## src/rtl/cluster_ce_pipe.sv

```systemverilog
// Two-stage compare-exchange node for the k-d tree cluster sorter.
// Orders {left, parent, right} along the split axis and tracks swap-free stability.
module cluster_ce_pipe #(
  parameter int unsigned DIM        = 3,
  parameter int unsigned DIM_W      = 8,
  parameter int unsigned STABLE_CNT = 4,
  localparam int unsigned CW        = DIM * DIM_W,
  localparam int unsigned AW        = (DIM > 1) ? $clog2(DIM) : 1
) (
  input  logic          clk,
  input  logic          rst,
  input  logic          in_valid,
  output logic          in_ready,
  input  logic          sorting,
  input  logic          left_en,
  input  logic          right_en,
  input  logic [CW-1:0] left,
  input  logic [CW-1:0] parent,
  input  logic [CW-1:0] right,
  input  logic [AW-1:0] axis,
  input  logic          clr_stable,
  output logic          out_valid,
  input  logic          out_ready,
  output logic [CW-1:0] new_left,
  output logic [CW-1:0] new_parent,
  output logic [CW-1:0] new_right,
  output logic          left_switch,
  output logic          parent_switch,
  output logic          right_switch,
  output logic [AW-1:0] child_axis,
  output logic          stable
);

  localparam int unsigned CNT_W = $clog2(STABLE_CNT + 1);
  localparam int unsigned TW    = 2;

  localparam logic [TW-1:0] TAG_L = TW'(0);
  localparam logic [TW-1:0] TAG_P = TW'(1);
  localparam logic [TW-1:0] TAG_R = TW'(2);

  // Whole pipeline moves together; a stalled output freezes both stages.
  logic adv;
  assign adv      = ~out_valid | out_ready;
  assign in_ready = adv;

  // Out-of-range axes fall back to axis 0 for both the key and the child axis.
  logic [AW-1:0] ax_eff;
  logic [31:0]   key_lsb;
  logic [AW-1:0] cax_in;

  assign ax_eff  = (32'(axis) >= DIM) ? '0 : axis;
  assign key_lsb = 32'(ax_eff) * DIM_W;
  assign cax_in  = (32'(ax_eff) == (DIM - 1)) ? '0 : (ax_eff + AW'(1));

  logic [DIM_W-1:0] k_l, k_p, k_r;
  assign k_l = left[key_lsb +: DIM_W];
  assign k_p = parent[key_lsb +: DIM_W];
  assign k_r = right[key_lsb +: DIM_W];

  // Excluded or pass-through slots simply disable the compare-exchanges touching them.
  logic en_lp, en_pr;
  assign en_lp = sorting & left_en;
  assign en_pr = sorting & right_en;

  // First CE(L,P); ties keep input order.
  logic             sw1;
  logic [CW-1:0]    a_l, a_p;
  logic [DIM_W-1:0] ka_l, ka_p;
  logic [TW-1:0]    ta_l, ta_p;

  assign sw1  = en_lp & (k_l > k_p);
  assign a_l  = sw1 ? parent : left;
  assign a_p  = sw1 ? left   : parent;
  assign ka_l = sw1 ? k_p    : k_l;
  assign ka_p = sw1 ? k_l    : k_p;
  assign ta_l = sw1 ? TAG_P  : TAG_L;
  assign ta_p = sw1 ? TAG_L  : TAG_P;

  logic             s1_valid;
  logic [CW-1:0]    s1_l, s1_p, s1_r;
  logic [DIM_W-1:0] s1_kl, s1_kp, s1_kr;
  logic [TW-1:0]    s1_tl, s1_tp, s1_tr;
  logic             s1_en_lp, s1_en_pr;
  logic [AW-1:0]    s1_cax;

  // Stage 1 register.
  always_ff @(posedge clk or negedge rst) begin
    if (!rst) begin
      s1_valid <= 1'b0;
      s1_l     <= '0;
      s1_p     <= '0;
      s1_r     <= '0;
      s1_kl    <= '0;
      s1_kp    <= '0;
      s1_kr    <= '0;
      s1_tl    <= '0;
      s1_tp    <= '0;
      s1_tr    <= '0;
      s1_en_lp <= 1'b0;
      s1_en_pr <= 1'b0;
      s1_cax   <= '0;
    end else if (adv) begin
      s1_valid <= in_valid;
      s1_l     <= a_l;
      s1_p     <= a_p;
      s1_r     <= right;
      s1_kl    <= ka_l;
      s1_kp    <= ka_p;
      s1_kr    <= k_r;
      s1_tl    <= ta_l;
      s1_tp    <= ta_p;
      s1_tr    <= TAG_R;
      s1_en_lp <= en_lp;
      s1_en_pr <= en_pr;
      s1_cax   <= cax_in;
    end
  end

  // Second CE(P,R).
  logic             sw2;
  logic [CW-1:0]    m_p, m_r;
  logic [DIM_W-1:0] m_kp;
  logic [TW-1:0]    m_tp, m_tr;

  assign sw2  = s1_en_pr & (s1_kp > s1_kr);
  assign m_p  = sw2 ? s1_r  : s1_p;
  assign m_r  = sw2 ? s1_p  : s1_r;
  assign m_kp = sw2 ? s1_kr : s1_kp;
  assign m_tp = sw2 ? s1_tr : s1_tp;
  assign m_tr = sw2 ? s1_tp : s1_tr;

  // Final CE(L,P); with the right child excluded L/P are already ordered by CE1.
  logic          sw3;
  logic [CW-1:0] f_l, f_p;
  logic [TW-1:0] f_tl, f_tp;

  assign sw3  = s1_en_lp & (s1_kl > m_kp);
  assign f_l  = sw3 ? m_p   : s1_l;
  assign f_p  = sw3 ? s1_l  : m_p;
  assign f_tl = sw3 ? m_tp  : s1_tl;
  assign f_tp = sw3 ? s1_tl : m_tp;

  // Stage 2 / output register.
  always_ff @(posedge clk or negedge rst) begin
    if (!rst) begin
      out_valid     <= 1'b0;
      new_left      <= '0;
      new_parent    <= '0;
      new_right     <= '0;
      left_switch   <= 1'b0;
      parent_switch <= 1'b0;
      right_switch  <= 1'b0;
      child_axis    <= '0;
    end else if (adv) begin
      out_valid     <= s1_valid;
      new_left      <= f_l;
      new_parent    <= f_p;
      new_right     <= m_r;
      left_switch   <= (f_tl != TAG_L);
      parent_switch <= (f_tp != TAG_P);
      right_switch  <= (m_tr != TAG_R);
      child_axis    <= s1_cax;
    end
  end

  // Swap-free counter; clear request wins over a same-cycle handshake.
  logic             hs;
  logic             any_sw;
  logic [CNT_W-1:0] cnt, cnt_nxt;

  assign hs     = out_valid & out_ready;
  assign any_sw = left_switch | parent_switch | right_switch;

  always_comb begin
    cnt_nxt = cnt;
    if (clr_stable) begin
      cnt_nxt = '0;
    end else if (hs) begin
      if (any_sw) begin
        cnt_nxt = '0;
      end else if (cnt < CNT_W'(STABLE_CNT)) begin
        cnt_nxt = cnt + CNT_W'(1);
      end
    end
  end

  always_ff @(posedge clk or negedge rst) begin
    if (!rst) begin
      cnt    <= '0;
      stable <= 1'b0;
    end else begin
      cnt    <= cnt_nxt;
      stable <= (cnt_nxt >= CNT_W'(STABLE_CNT));
    end
  end

endmodule

```

## config.mk

```make
export PLATFORM = sky130hd
export DESIGN_NAME = cluster_ce_pipe
export DESIGN_NICKNAME = d
export VERILOG_FILES = /design/src/rtl/cluster_ce_pipe.sv
export SDC_FILE = /design/constraint.sdc
export NUM_CORES = 1
export LEC_CHECK = 0
export ABC_AREA = 1
export CAP_MARGIN = 10
export CELL_PAD_IN_SITES_DETAIL_PLACEMENT = 1
export CELL_PAD_IN_SITES_GLOBAL_PLACEMENT = 2
export CORE_UTILIZATION = 33
export CTS_CLUSTER_DIAMETER = 150
export DETAILED_ROUTE_END_ITERATION = 12
export DONT_BUFFER_PORTS = 1
export GPL_ROUTABILITY_DRIVEN = 0
export PLACE_DENSITY_LB_ADDON = 0.2
export SYNTH_ARGS = -nofsm -noshare
export SYNTH_HDL_FRONTEND = slang
export SYNTH_SLANG_ARGS = --single-unit
```

## constraint.sdc

```tcl
create_clock -name clk -period 3 [get_ports clk]
set_input_delay 0.15 -clock clk [delete_from_list [all_inputs] [get_ports clk]]
set_output_delay 0.15 -clock clk [all_outputs]
set_load 0.02 [all_outputs]
```

# Word level (Yosys, flattened, before mapping)
# Index checks and enable logic that the tools add are counted.
# op_classes
muxes	21
add_sub_neg	2
n_eq_ne	3
div	0
n_reduce_logical	1
shifts	3
mul	0
magnitude_cmp	6
bitwise	10
# ops
cell	count
24-bit 2-to-1 mux	6
24-bit by 6-bit variable part select with 8-bit output	3
8-bit greater-than comparator	3
8-bit 2-to-1 mux	3
2-bit 2-to-1 mux	6
3-bit 2-to-1 mux	4
1-bit AND	6
3-bit by 1-bit adder with 3-bit output, second input constant	1
3-bit >= comparator, second input constant	1
3-bit < comparator, second input constant	1
1-bit bitwise OR	3
2-bit by 1-bit adder with 2-bit output, second input constant	1
2-bit equality test, second input constant	1
2-bit >= comparator, second input constant	1
1-bit 2-to-1 mux	2
2-bit by 1-bit != test with 1-bit output, second input constant	1
2-bit != test, second input constant	1
2-bit nonzero test	1
1-bit inverter	1
# word_totals
latchBits	0
rom_bits	0
word_cells	69
ram_bits	0
n_memories	0
output_inout_bits	80
ff_bits	188
in_bits	82

# Logic depth before layout (Yosys ltp)
# depth
ltp_word	7
ltp_mapped	27
ltp_nobuf	25

# Worst setup path before layout
# OpenSTA, ideal clock, no wires.
# synth_path
path_kind	register to register
start	register s1_kp[7]
end	register new_left[10]
path_buffers	3
required_time_ns	2.883
path_stages_with_launch	20
setup_time_ns	0.117
arrival_ns	2.739
setup_slack_ns	0.145
period_less_slack_ns	2.855
path_cell_list	dfrtp_1 ha_1 a21o_1 nor2_1 nand2_2 nand2_2 buf_6 buf_2 nor2_1 a21oi_1 ha_1 nand2_1 nor2_1 a21boi_2 nand2_4 inv_4 buf_6 nand3_1 nand2_1 nand2_1
# synth_between
elab_chain_len	6
elab_cells_between_ends	7
classes_between	order compare: 2; mux: 3; bitwise: 2
# synth_rtl
item	line_no	rtl
start: declaration	81	logic [DIM_W-1:0] s1_kl, s1_kp, s1_kr;
start signal: assignment	108	s1_kp <= ka_p;
8-bit greater-than comparator	125	assign sw2 = s1_en_pr & (s1_kp > s1_kr);
1-bit AND	125	
8-bit 2-to-1 mux	128	assign m_kp = sw2 ? s1_kr : s1_kp;
8-bit greater-than comparator	137	assign sw3 = s1_en_lp & (s1_kl > m_kp);
1-bit AND	137	
24-bit 2-to-1 mux (*)	138	assign f_l = sw3 ? m_p : s1_l;
end signal: assignment	156	new_left <= f_l;
end: declaration	24	output logic [CW-1:0] new_left,
# Every way passes the cells marked *; elsewhere a longest branch is shown, timed or not.
# A chain may end at the register's enable or synchronous reset.

# Worst setup path in the final report
# layout_path
start	register s1_kr[1]
end	register new_left[4]
# layout_between
elab_chain_len	6
elab_cells_between_ends	7
classes_between	order compare: 2; mux: 3; bitwise: 2
# layout_rtl
item	line_no	rtl
start: declaration	81	
start signal: assignment	109	s1_kr <= k_r;
8-bit greater-than comparator	125	
1-bit AND	125	
8-bit 2-to-1 mux	128	
8-bit greater-than comparator	137	
1-bit AND	137	
24-bit 2-to-1 mux (*)	138	
# Marked as above.

==> impl_results.md <==
- CTS H-tree depth: 4
- Crit path launch: s1_kr[1]
- Final Power: 0.00937 W
- Synthesized net count: 1525
- Worst VDD drop: 0.000455 V
- CP delay by family, top: simple AND/OR/NAND/NOR gates
- Initial DRC count: 775
- Worst Path Arrival: 3.39 ns
- Seq/Total Area, Yosys: 44.8%
- Worst slew margin: 24.2%
- Initial Utilization: 33.6%
- Ports: 162
- Final Net Count: 1606
- Share of the synthesized area in the top cell type: 44.8%
- Count leader, synth: nand2_1
- # Max-Cap Violations: 0
- Commonest cells in the netlist: nand2_1, nand3_1, dfrtp_1
- Via count: 10200
- Routed len/inst: 22.1 um
- Main synth FF type: dfrtp_1
- Detailed Route WL: 42100 um
- Synth Register Bits: 185
- Worst-path cell chain: inv_2, ha_4, nand2_2, nand2_2, nand2_1, nand2_1, nand2_2, nand2_4, nand2_8, buf_8, a21oi_4, ha_2, nand2_1, nor2_2, a21boi_4, buf_12, nand2_8, clkinv_8, buf_12, nand3_1, nand2_1, nand2_1
- RSZ-0062 raised after global routing: yes
- Critical R2R Launch: s1_kr[1]
- Worst skew pair latency: 0.46 ns
- TNS Setup: -0.896 ns
- PnR worst setup slack: -0.0593 ns
- Syn Inst Count: 1416
- Worst Max-Slew Pin Slew: 1.14 ns
- CP Launch Type: flop
- Port bufs: 0
- Worst Path Buf+Inv: 5
- Clock Path Buffers: 2
- Synth-to-layout area growth: 26.6%
- Clock sink count: 185
- Netlist cell types: 29
- Die area: 0.0321 sq mm
- Failing checks: DRC, hold timing, setup timing
- Share of synthesized registers carrying an async set or reset: 100%
- Mean Syn Cell Area: 7.31 sq um
- Dpl hpwl: 26800 um
- Mapped cell area: 0.0103 sq mm
- Layout cells sized above 1: 11.7%
- Fin Hold WS: -0.598 ns
- Max stage delay cell, worst path: dfrtp_1
- CTS clock-pin slew for the worst setup and hold paths: 0.08 ns
- CP most frequent cell: nand2_1
- GRT Residual Overflow: 0
- Total Routing Usage GR: 25.9%
- Routed Antenna Nets: 0
- Vias in the first global route: 10300
- Fmax: 327 MHz
- Tcrit/Tclk final: 102%
- Post-synth EDFFs: 0
- Initial antenna violation count: 2
- Warnings, synthesis: 0
- Fillers: 3761
- Core area: 0.0307 sq mm
- Slowest stage delay, CP: 0.39 ns
- Status: complete, but fails checks
- Area contributors post-synth: dfrtp_1, nand2_1, nand3_1
- Critical path peak fanout: 7
- Pleak: 6.36 nW
- Finish-stage setup viols: 36
- CTS root buf: clkbuf_16
- Drc violations: 22
- Rows: 64
- Worst Hold Class: primary input to async pin
- CP Data Required Time: 3.34 ns
- CTS tree: done
- DR pass1 iterations: 9
- Largest net degree at the start of global routing: 205
- DR vias/cell: 5.32
- First-pass GRT wire length: 62000 um
- CP Capture Type: flop
- P per Cell Area: 715 mW/mm^2
- Final setup skew: 0.0149 ns
- Die W: 179 um
- CTS Buf Count: 17
- Max Slew Vio Count: 0
- Die H: 179 um
- Final hold vios: 186
- Hold-fix buffers, CTS: 103
- Cell taking the most area after synthesis: dfrtp_1
- CP Class: flop to flop
- Final min period: 3.06 ns
## per-layer routing
layer,routed length (um),global-route usage (%),vias up
li1,-,-,4817
met2,18800,38.5,254
met1,19800,36.7,5047
met4,818,8.09,0
met3,2590,6.23,36
met5,0,0,-
## metrics by stage
step	cells	cell area (sq um)	utilization, %	setup WS (ns)
floorplan	1416	10300	-	0.145
global placement	1750	10800	35.1	0.0276
detailed placement	1750	10800	35.1	-0.0805
CTS	1884	12400	40.4	0.0227
global route	1907	13100	42.6	-0.201
finish	1907	13100	42.6	-0.0593
## flip-flops by register name (all words and copies together) (netlist names), 2 cells and up
name,cells
child_axis,2
cnt,3
new_left,24
new_parent,24
new_right,24
s1_cax,2
s1_kl,8
s1_kp,8
s1_kr,8
s1_l,24
s1_p,24
s1_r,24
## cell type report
cell class	count	area (sq um)	area share (%)
timing repair buffer	164	1780	13.6
clock buffer	20	447	3.41
tap	396	495	3.78
inverter	93	367	2.80
multi-input combinational	1036	5250	40.1
clock inverter	11	123	0.936
sequential	185	4630	35.3
antenna	2	5.00	0.0382
## kinds of logic (layout without fill, tap and decap cells)
logic type	Yosys count	count (layout)	synth area share, %
adders and majority gates	27	27	3.27
other	0	2	0
DFF	185	185	44.8
and+or+nand+nor	892	894	37.4
xor gates and xnor gates	1	1	0.0847
AOI/OAI and AO/OA	114	114	5.91
buffers and inverters	197	288	8.58
## worst paths after layout
path | end | slack [ns] | cells past startpoint
max reg2reg | new_left[4] | -0.06 | 22
max | new_left[4] | -0.06 | 22
min in group clk | s1_en_lp | -0.01 | 2
min reg2reg | out_valid | 0.46 | 2
max in group asynchronous | new_parent[13] | 3.26 | 0
min | new_parent[3] | -0.60 | 0
## power by group
group	internal (W)	leakage, nW	switching [W]	total [W]
logic	0.00118	3.84	0.00185	0.00304
clock network	0.00124	0.268	0.00105	0.00229
registers	0.00305	2.24	0.000985	0.00404
total	0.00548	6.36	0.00389	0.00937
## cells in the final DEF (no fill, tap or decap), types with 10 or more instances in the layout
master	Yosys	final
clkbuf_16	0	22
dfrtp_1	185	185
nand3_2	0	16
a31oi_1	11	10
nand2_1	508	490
nand2_2	3	16
nand4_1	64	64
nand3_1	254	238
buf_12	0	13
ha_1	27	17
buf_4	6	38
inv_1	89	83
a21oi_1	49	38
dlygate4sd3_1	0	103
nor2_1	55	46
o21ai_0	41	41
## timing repair
item,4_1_cts,5_1_grt
setup buffers,0,14
gates cloned,0,7
pin swaps,3,40
endpoints found under the setup margin,46,74
endpoints found under the hold margin,271,185
resized for setup,4,89
(Power assumes the default switching activity.)
